==> src/rtl/lsu_axil.sv <==
// lsu_axil: core-side load/store unit bridging single scalar requests to an
// AXI-Lite master port. One transaction outstanding at a time. Stores carry a
// lane-0-justified strobe/data built from the access size. Loads sign- or
// zero-extend the lane-0-justified read data.
//
// Ports:
//   clk, rst            clock, asynchronous active-low reset
//   req_*               core request (valid/ready, we, addr, size, unsigned, wdata)
//   resp_*              core response (valid/ready, rdata, err)
//   m_aw*/m_w*/m_b*     AXI-Lite write channels
//   m_ar*/m_r*          AXI-Lite read channels
module lsu_axil #(
  parameter int DATA_WIDTH = 32,
  parameter int ADDR_WIDTH = 16,
  parameter int STRB_WIDTH = DATA_WIDTH / 8
) (
  input  logic                  clk,
  input  logic                  rst,

  input  logic                  req_valid,
  output logic                  req_ready,
  input  logic                  req_we,
  input  logic [ADDR_WIDTH-1:0] req_addr,
  input  logic [1:0]            req_size,
  input  logic                  req_unsigned,
  input  logic [DATA_WIDTH-1:0] req_wdata,

  output logic                  resp_valid,
  input  logic                  resp_ready,
  output logic [DATA_WIDTH-1:0] resp_rdata,
  output logic                  resp_err,

  output logic [ADDR_WIDTH-1:0] m_awaddr,
  output logic [2:0]            m_awprot,
  output logic                  m_awvalid,
  input  logic                  m_awready,
  output logic [DATA_WIDTH-1:0] m_wdata,
  output logic [STRB_WIDTH-1:0] m_wstrb,
  output logic                  m_wvalid,
  input  logic                  m_wready,
  input  logic [1:0]            m_bresp,
  input  logic                  m_bvalid,
  output logic                  m_bready,
  output logic [ADDR_WIDTH-1:0] m_araddr,
  output logic [2:0]            m_arprot,
  output logic                  m_arvalid,
  input  logic                  m_arready,
  input  logic [DATA_WIDTH-1:0] m_rdata,
  input  logic [1:0]            m_rresp,
  input  logic                  m_rvalid,
  output logic                  m_rready
);

  typedef enum logic [2:0] {IDLE, WR, WB, RA, RD, RESP} state_t;

  state_t                state, state_nxt;
  logic [ADDR_WIDTH-1:0] addr_q;
  logic [1:0]            size_q;
  logic                  uns_q;
  logic [DATA_WIDTH-1:0] wdata_q;
  logic [STRB_WIDTH-1:0] strb_q;
  logic [DATA_WIDTH-1:0] rdata_q;
  logic                  err_q;
  logic                  aw_done, w_done;

  logic                  aw_hs, w_hs;
  logic [STRB_WIDTH-1:0] strb_enc;
  logic [DATA_WIDTH-1:0] wmask;
  logic [DATA_WIDTH-1:0] rext;

  // All outputs decode registered state or drive registered payload.
  assign req_ready  = (state == IDLE);
  assign resp_valid = (state == RESP);
  assign resp_rdata = rdata_q;
  assign resp_err   = err_q;
  assign m_awaddr   = addr_q;
  assign m_araddr   = addr_q;
  assign m_awprot   = '0;
  assign m_arprot   = '0;
  assign m_wdata    = wdata_q;
  assign m_wstrb    = strb_q;
  // AW and W drop independently once their own handshake has completed.
  assign m_awvalid  = (state == WR) && !aw_done;
  assign m_wvalid   = (state == WR) && !w_done;
  assign m_bready   = (state == WB);
  assign m_arvalid  = (state == RA);
  assign m_rready   = (state == RD);

  assign aw_hs = m_awvalid && m_awready;
  assign w_hs  = m_wvalid && m_wready;

  always_comb begin
    strb_enc = '0;
    case (req_size)
      2'd0:    strb_enc = STRB_WIDTH'(4'b0001);
      2'd1:    strb_enc = STRB_WIDTH'(4'b0011);
      2'd2:    strb_enc = '1;
      default: strb_enc = '0;
    endcase
  end

  always_comb begin
    wmask = '0;
    for (int unsigned i = 0; i < STRB_WIDTH; i++) begin
      wmask[i*8 +: 8] = {8{strb_enc[i]}};
    end
  end

  always_comb begin
    rext = m_rdata;
    case (size_q)
      2'd0:    rext = {{(DATA_WIDTH-8){~uns_q & m_rdata[7]}}, m_rdata[7:0]};
      2'd1:    rext = {{(DATA_WIDTH-16){~uns_q & m_rdata[15]}}, m_rdata[15:0]};
      default: rext = m_rdata;
    endcase
  end

  always_ff @(posedge clk or negedge rst) begin
    if (!rst) state <= IDLE;
    else      state <= state_nxt;
  end

  always_comb begin
    state_nxt = state;
    case (state)
      IDLE: begin
        if (req_valid) begin
          if (req_size == 2'd3) state_nxt = RESP;
          else if (req_we)      state_nxt = WR;
          else                  state_nxt = RA;
        end
      end
      WR: begin
        // A channel counts as done if it finished earlier or handshakes now.
        if ((aw_done || aw_hs) && (w_done || w_hs)) state_nxt = WB;
      end
      WB:      if (m_bvalid)   state_nxt = RESP;
      RA:      if (m_arready)  state_nxt = RD;
      RD:      if (m_rvalid)   state_nxt = RESP;
      RESP:    if (resp_ready) state_nxt = IDLE;
      default: state_nxt = IDLE;
    endcase
  end

  always_ff @(posedge clk or negedge rst) begin
    if (!rst) begin
      addr_q  <= '0;
      size_q  <= '0;
      uns_q   <= 1'b0;
      wdata_q <= '0;
      strb_q  <= '0;
      rdata_q <= '0;
      err_q   <= 1'b0;
      aw_done <= 1'b0;
      w_done  <= 1'b0;
    end else begin
      case (state)
        IDLE: begin
          if (req_valid) begin
            addr_q  <= req_addr;
            size_q  <= req_size;
            uns_q   <= req_unsigned;
            wdata_q <= req_wdata & wmask;
            strb_q  <= strb_enc;
            aw_done <= 1'b0;
            w_done  <= 1'b0;
            rdata_q <= '0;
            err_q   <= (req_size == 2'd3);
          end
        end
        WR: begin
          if (aw_hs) aw_done <= 1'b1;
          if (w_hs)  w_done  <= 1'b1;
        end
        WB: begin
          if (m_bvalid) begin
            err_q   <= (m_bresp != 2'b00);
            rdata_q <= '0;
          end
        end
        RD: begin
          if (m_rvalid) begin
            rdata_q <= rext;
            err_q   <= (m_rresp != 2'b00);
          end
        end
        default: ;
      endcase
    end
  end

endmodule

==> config.mk <==
export PLATFORM = sky130hd
export DESIGN_NAME = lsu_axil
export DESIGN_NICKNAME = d
export VERILOG_FILES = /design/src/rtl/lsu_axil.sv
export SDC_FILE = /design/constraint.sdc
export NUM_CORES = 1
export LEC_CHECK = 0
export CAP_MARGIN = 20
export CORE_ASPECT_RATIO = 1.4
export CORE_UTILIZATION = 44
export DETAILED_ROUTE_END_ITERATION = 6
export HOLD_SLACK_MARGIN = 0.02
export PLACE_DENSITY_LB_ADDON = 0.05
export SETUP_SLACK_MARGIN = 0.4
export SYNTH_ARGS = -nofsm -noshare
export SYNTH_HDL_FRONTEND = slang
export SYNTH_SLANG_ARGS = --single-unit
==> constraint.sdc <==
create_clock -name clk -period 3.6 [get_ports clk]
set_input_delay 1.08 -clock clk [delete_from_list [all_inputs] [get_ports clk]]
set_output_delay 1.08 -clock clk [all_outputs]
set_load 0.02 [all_outputs]
---- Word-level counts from Yosys, hierarchy flattened ----
Cells that the tools add are included.
word-level totals
  input port bits ......................... 97
  output and inout port bits .............. 114
  flip-flop bits (word level) ............. 93
operators by class
  equal/unequal tests ..................... 17
  reductions and logical operators ........ 21
  bitwise gates (word level) .............. 4
  mux-type cells .......................... 24
operators with widths
  operator            number
  $mux 32             3
  $pmux 32 s3         1
  $pmux 32 s2         1
  $and 32x32->32      1
  $mux 3              7
  $pmux 3 s6          1
  $pmux 4 s3          1
  $ne 2x2->1 const B  5
  $eq 3x2->1 const B  2
  $eq 3x3->1 const B  2
  $mux 1              6
  $ne 2x1->1 const B  3
  $reduce_and 3->1    2
  $reduce_and 6->1    1
  $reduce_bool 2->1   3
  $logic_and 1x1->1   5
  $eq 2x1->1 const B  2
  $eq 2x2->1 const B  2
  $logic_not 2->1     2
  $pmux 1 s2          2
  $reduce_and 4->1    1
  $eq 3x1->1 const B  1
  $logic_not 3->1     1
  $pmux 1 s3          1
  other kinds (7)     10

---- Longest topological paths before layout ----
Gate-level depths: netlist of run 1.
  word-level depth ........................ 7
  gate-level depth with buffers ........... 8
  mapped depth without buffers ............ 6

---- Worst setup path after synthesis of run 1 ----
No wires, ideal clock.
  path type ............................... register to output
  start point ............................. reg state[0]
  end point ............................... out m_awvalid
  path buffers ............................ 2
  cell stages (with the launch flop) ...... 5
  required time ........................... 2.520 ns
  slack ................................... 1.260 ns
  arrival ................................. 1.260 ns
  cells stage by stage .................... dfrtp_1 clkbuf_1 clkbuf_1 nand2_1 nor2_1
between the ends
  longest elaborated chain between the ends .. 2
ends and longest elaborated chain
  what                    line  text
  start, declared         56    state_t state, state_nxt;
  start signal, assigned  120   else state <= state_nxt;
  $eq 3x1->1              83    assign m_awvalid = (state == WR) && !aw_done;
  $logic_and 1x1->1       83
  end, declared           35    output logic m_awvalid,
No other way between the ends.

---- Worst setup path after layout of run 1 ----
  start point ............................. reg state[0]
  end point ............................... out m_rready
between the ends
  longest elaborated chain between the ends .. 1
ends and longest elaborated chain
  what           line  text
  $eq 3x3->1     87    assign m_rready = (state == RD);
  end, declared  51    output logic m_rready
No other way between the ends.

==> reports/results.ini, run 1 <==
[clock_network]
htreeDepth=3
cts_root_buffer=clkbuf_16
cts_buffers=9
cts_tree=yes
clock_path_buffers=2
clk_pin_slew_ns=0.06
clock_sinks=92
hold_buffers=0
insertion_delay_ns=0.33
cts_setup_buffers=0

[floorplanning]
std_cell_rows=42
start_util=0.452
core_sq_mm=0.00941
die_area_sq_mm=0.0101
fp.dieH_microns=118
die_width_microns=85.1
io_pins=211

[timing]
slew_headroom=0.476
final_max_slew_viol_count=0
timing_worst_slew_pin_value_ns=0.784
rsz0062_at_grt=true
setup_viol=0
hold_viol=0
timing.setup.tns_ns=0
final.setup_skew_ns=0.00540
period_minus_slack_ns=3.09
max_freq_ghz=0.323
setup_slack_ns=0.507
period_share=0.859
finalHoldWorstSlack_ns=0.479

[drt]
vias=3623
drt_iter0_markers=153
drc=0
wl_per_cell_microns=15.3
drtPass1Iterations=4
viasPerCell=5.10
routed_wl_mm=10.9
ant_nets=0

[grt]
met2_usage=0.370
grt_antenna_before_repair=0
grt_pass1_wl_mm=17.5
grt_pass1_vias=3536
met3_usage=0.0566
top_usage_layer=met2
track_usage=0.223
use_met1=0.273
grt.overflow.total=0
grt_max_degree=56

[synth]
synth-seq-area-share=0.542
synthCells=419
yosysWarningCount=0
syn_area_sq_mm=0.00425
syn_area_per_cell_sq_um=10.1
synthDistinctLibCells=35
synth-seq-cells=92

[placement]
place_hpwl_mm=7.91
place.gp.congestion=0.767
io_buffers=204
post-place-ws_ns=0.548

[cells_and_area]
finish.utilization=0.693
final_common_cell=clkdlybuf4s50_1
nets=695
nFillCells=746
diodes=0
layout_common_cells=203 x clkdlybuf4s50_1, 91 x dfrtp_1, 77 x o21ai_0
multi_input_area_sq_mm=0.00164
register_area_sq_mm=0.00230
layout-drive-gt1-share=0.0967
area_growth_pct=53.4

[setup_path]
max_stage_delay_ns=0.61
cp_slowest_cell=clkdlybuf4s50_1
crit_chain=nor2_1 > nand2_2 > inv_1 > clkdlybuf4s50_1
critPathBufInv=2
crit_path_start_kind=flop
critical_path_required_ns=2.52
cp_max_fo=19
critical_path_class=flop to output port
path_delay_family=buffers and inverters
critical_path_arrival_ns=2.01
crit_path_end_kind=output port

[power_and_ir_drop]
combPwrFrac=0.535
intPower_mw=3.62
seqPwrFrac=0.321
switchingPower_mw=2.37
power_leakage_nw=2.77
peakVddDrop_v=0.000497
power_density_mw_per_mm2=920
power_frac_clock=0.143
p_sw_frac=0.396

[flow_run]
max_cap_viol_count=0

[outcome]
status=complete, no violations

[worst_hold_path]
min_path_type=flop to flop

-- worst paths after layout --
path | start | to | slack, ns | cells after the start
worst max-delay path | state[0] | m_rready | 0.51 | 4
worst min-delay path | m_wdata[7] | m_wdata[7] | 0.48 | 2
worst min register to register | m_wdata[7] | m_wdata[7] | 0.48 | 2
min in group asynchronous | rst | resp_rdata[27] | 0.71 | 1
worst max register to register | state[2] | resp_rdata[10] | 1.45 | 5
max in group asynchronous | rst | m_araddr[15] | 2.22 | 2
-- worst min-delay path, delay by kind of cell, from the launching register on --
family | cells | cell delay, ns
simple gates | 1 | 0.04
flops | 1 | 0.34
compound gates | 1 | 0.06
-- flip-flops by register name (all words and copies together) (netlist names) --
| signal | cells |
|---|---|
| resp_rdata | 32 |
| m_wdata | 32 |
| m_wstrb | 3 |
| aw_done | 1 |
| uns_q | 1 |
| state | 3 |
| w_done | 1 |
| m_araddr | 16 |
| size_q | 2 |
| resp_err | 1 |
-- kinds of logic (layout without fill, tap and decap cells) --
kind of cell    Yosys count  count (layout)  share of synthesized area
flops                    92              92                      0.542
mux                      31              31                     0.0857
compound gates          116             116                      0.152
buf+inv                  57             233                     0.0783
simple gates            120             120                      0.135
other cells               1               6                   0.000883
fa+ha+maj                 2               2                    0.00589
-- layout make-up --
class,count,area share
Multi-Input combinational cell,275,0.251
Inverter,3,0.00173
Clock buffer,13,0.0399
Tap cell,110,0.0211
Sequential cell,92,0.353
Clock inverter,2,0.00154
Timing Repair Buffer,215,0.331
-- synthesized netlist by cell type --
library cell	n	area share
a211oi_1	1	0.0018
and2_1	1	0.0015
inv_1	3	0.0026
o31ai_1	16	0.028
mux2_4	5	0.018
o311ai_0	1	0.0021
nor2_1	10	0.0088
mux2i_1	3	0.0071
buf_6	2	0.0053
nand2b_1	17	0.025
a21oi_1	14	0.016
and2b_1	1	0.0018
buf_2	8	0.0094
a21o_1	1	0.0018
ha_1	2	0.0059
nand2_1	66	0.058
clkbuf_1	19	0.017
and3_1	1	0.0015
nor2b_1	16	0.024
nor4b_1	1	0.0021
nand2_2	1	0.0015
o22ai_1	1	0.0015
dfrtp_1	92	0.54
o21ai_1	3	0.0035
a32o_1	1	0.0024
conb_1	1	0.00088
o21ai_0	77	0.091
or4b_1	1	0.0024
nor4bb_1	2	0.0047
buf_4	25	0.044
nor3b_1	1	0.0018
mux2_2	23	0.061
or2_1	1	0.0015
a2bb2oi_2	1	0.0035
nor3_1	1	0.0012
-- per-stage QoR --
stage | cell area, sq um | cells | total power [mW]
floorplan | 4270 | 424 | 3.71
global route | 6520 | 710 | 6.35
finish | 6520 | 710 | 6.00
CTS | 6510 | 709 | 6.05
detailed placement | 6240 | 694 | 5.16
global placement | 6240 | 694 | 5.09
-- layer usage --
metal / share of wire / wire, microns
met5: 0 / 0
met4: 0.012 / 135
met3: 0.081 / 878
met2: 0.52 / 5670
met1: 0.39 / 4200
-- power groups by stage --
stage	Sequential [mW]	Combinational, mW	Clock (mW)
3_5_place_dp	1.94	3.22	0
2_1_floorplan	2.38	1.34	0
4_1_cts	1.93	3.23	0.888
3_3_place_gp	1.91	3.17	0
6_report	1.93	3.21	0.859
5_1_grt	2.00	3.42	0.936
-- what timing repair did --
action,CTS,global route
endpoints found under the hold margin,0,0
gates resized for setup,0,2
endpoints found under the setup margin,0,3
No activity file was read; power rests on OpenSTA's default activity.
==> run 2: changes to the inputs <==
--- a/config.mk
+++ b/config.mk
@@ -5,7 +5,6 @@
 export SDC_FILE = /design/constraint.sdc
 export NUM_CORES = 1
 export LEC_CHECK = 0
-export CAP_MARGIN = 20
 export CORE_ASPECT_RATIO = 1.4
 export CORE_UTILIZATION = 44
 export DETAILED_ROUTE_END_ITERATION = 6
==> run 2 against run 1 <==
  * Sequential cell count stayed put
  * Clock power about the same
  * Utilization fell by 0.080 points
  * Sequential power about the same
  * Largest cell class unchanged
  * Total power down 0.13%
  * Routed wire length down 0.46%
  * Maximum frequency barely moved
  * Cell area fell by 0.12%
  * First-iteration DRC count decreased by 0.65%
  * Worst hold slack stayed put
  * Final cell count is 0.14% lower
==> reports/results.ini, run 2 (synthesis results as in run 1) <==
[cells_and_area]
diodes=0
nets=694
nFillCells=746
layout-drive-gt1-share=0.0952
register_area_sq_mm=0.00230
layout_common_cells=203 x clkdlybuf4s50_1, 91 x dfrtp_1, 77 x o21ai_0
area_growth_pct=53.3
final_common_cell=clkdlybuf4s50_1
multi_input_area_sq_mm=0.00164
fin_area_sq_mm=0.00651

[grt]
grt_pass1_vias=3536
grt_pass1_wl_mm=17.5
grt_max_degree=56
grt.overflow.total=0
track_usage=0.223
grt_antenna_before_repair=0

[floorplanning]
die_width_microns=85.1
die_area_sq_mm=0.0101
start_util=0.452
fp.dieH_microns=118
core_sq_mm=0.00941
std_cell_rows=42
io_pins=211

[drt]
met2_length_mm=5.65
wl_met1_mm=4.25
routed_wl_mm=10.8
vias=3591
drc=0
ant_nets=0
wl_per_cell_microns=15.3
viasPerCell=5.06
wl_met3_microns=842
drtPass1Iterations=4
top_layer_used=met4
drt_iter0_markers=152

[clock_network]
cts_root_buffer=clkbuf_16
hold_buffers=0
cts_buffers=9
htreeDepth=3
cts_tree=yes
clock_path_buffers=2
clock_sinks=92
insertion_delay_ns=0.33
clk_pin_slew_ns=0.06

[setup_path]
worstReg2RegStart=state[0]
cp_max_fo=19
critical_path_required_ns=2.52
critical_path_arrival_ns=2.02
critical_path_class=flop to output port
crit_path_end_kind=output port
crit_path_start=state[0]
crit_path_start_kind=flop

[timing]
rsz0062_at_grt=true
period_share=0.860
setup_slack_ns=0.505
final_max_slew_viol_count=0
hold_viol=0
finalHoldWorstSlack_ns=0.479
timing_worst_slew_pin_value_ns=1.19
period_minus_slack_ns=3.10
timing.setup.tns_ns=0
final.setup_skew_ns=0.00430
max_freq_ghz=0.323
setup_viol=0
slew_headroom=0.202

[placement]
placed_area_sq_mm=0.00624
io_buffers=204
place_hpwl_mm=7.91
place.gp.congestion=0.767
post-place-ws_ns=0.548

[worst_hold_path]
hp-start=m_wdata[7]
min_path_type=flop to flop

[flow_run]
max_cap_viol_count=0

[power_and_ir_drop]
power_leakage_nw=2.77
peakVddDrop_v=0.000498
power_density_mw_per_mm2=920

[outcome]
status=complete, no violations

[run 2: critical path, cell delays in order (launching register included)]
cell,delay [ns]
dfrtp_2,0.52
nor2_1,0.24
nand2_2,0.18
inv_1,0.14
clkdlybuf4s50_1,0.61
[run 2: repair_timing]
item / CTS / global route
resized for setup: 0 / 2
setup endpoints to repair: 0 / 3
setup buffers: 0 / 0
[run 2: final timing paths]
check,cells past startpoint,end,slack [ns]
min in group asynchronous,1,resp_rdata[27],0.72
worst min-delay path,2,m_wdata[7],0.48
worst max register to register,6,resp_rdata[23],1.42
worst min register to register,2,m_wdata[7],0.48
max in group asynchronous,2,m_araddr[15],2.22
worst max-delay path,4,m_rready,0.50
[run 2: through the flow]
step	power [mW]	instances	utilization
floorplan	3.71	424	-
global placement	5.09	694	0.663
detailed placement	5.16	694	0.663
CTS	6.05	709	0.692
global route	6.35	709	0.692
finish	5.99	709	0.692
[run 2: per-layer routing]
layer / vias up / global-route usage
met3: 6 / 0.0566
met2: 136 / 0.370
met1: 1708 / 0.273
met4: 0 / 0.0932
li1: 1741 / -
met5: - / 0
[run 2: area by class of cell]
type / count / share of cell area
well taps: 110 / 0.0211
multi-input cells: 275 / 0.251
repair buffers: 214 / 0.330
clock buffers: 13 / 0.0400
inverters: 3 / 0.00173
clock inverters: 2 / 0.00154
flip-flops and latches: 92 / 0.354
[run 2: report_power, final]
part / leakage [nW] / internal, mW / switching [mW] / total [mW]
combinational: 1.43 / 1.59 / 1.62 / 3.20
sequential: 1.20 / 1.53 / 0.394 / 1.93
clock: 0.135 / 0.500 / 0.356 / 0.856
total: 2.77 / 3.62 / 2.37 / 5.99
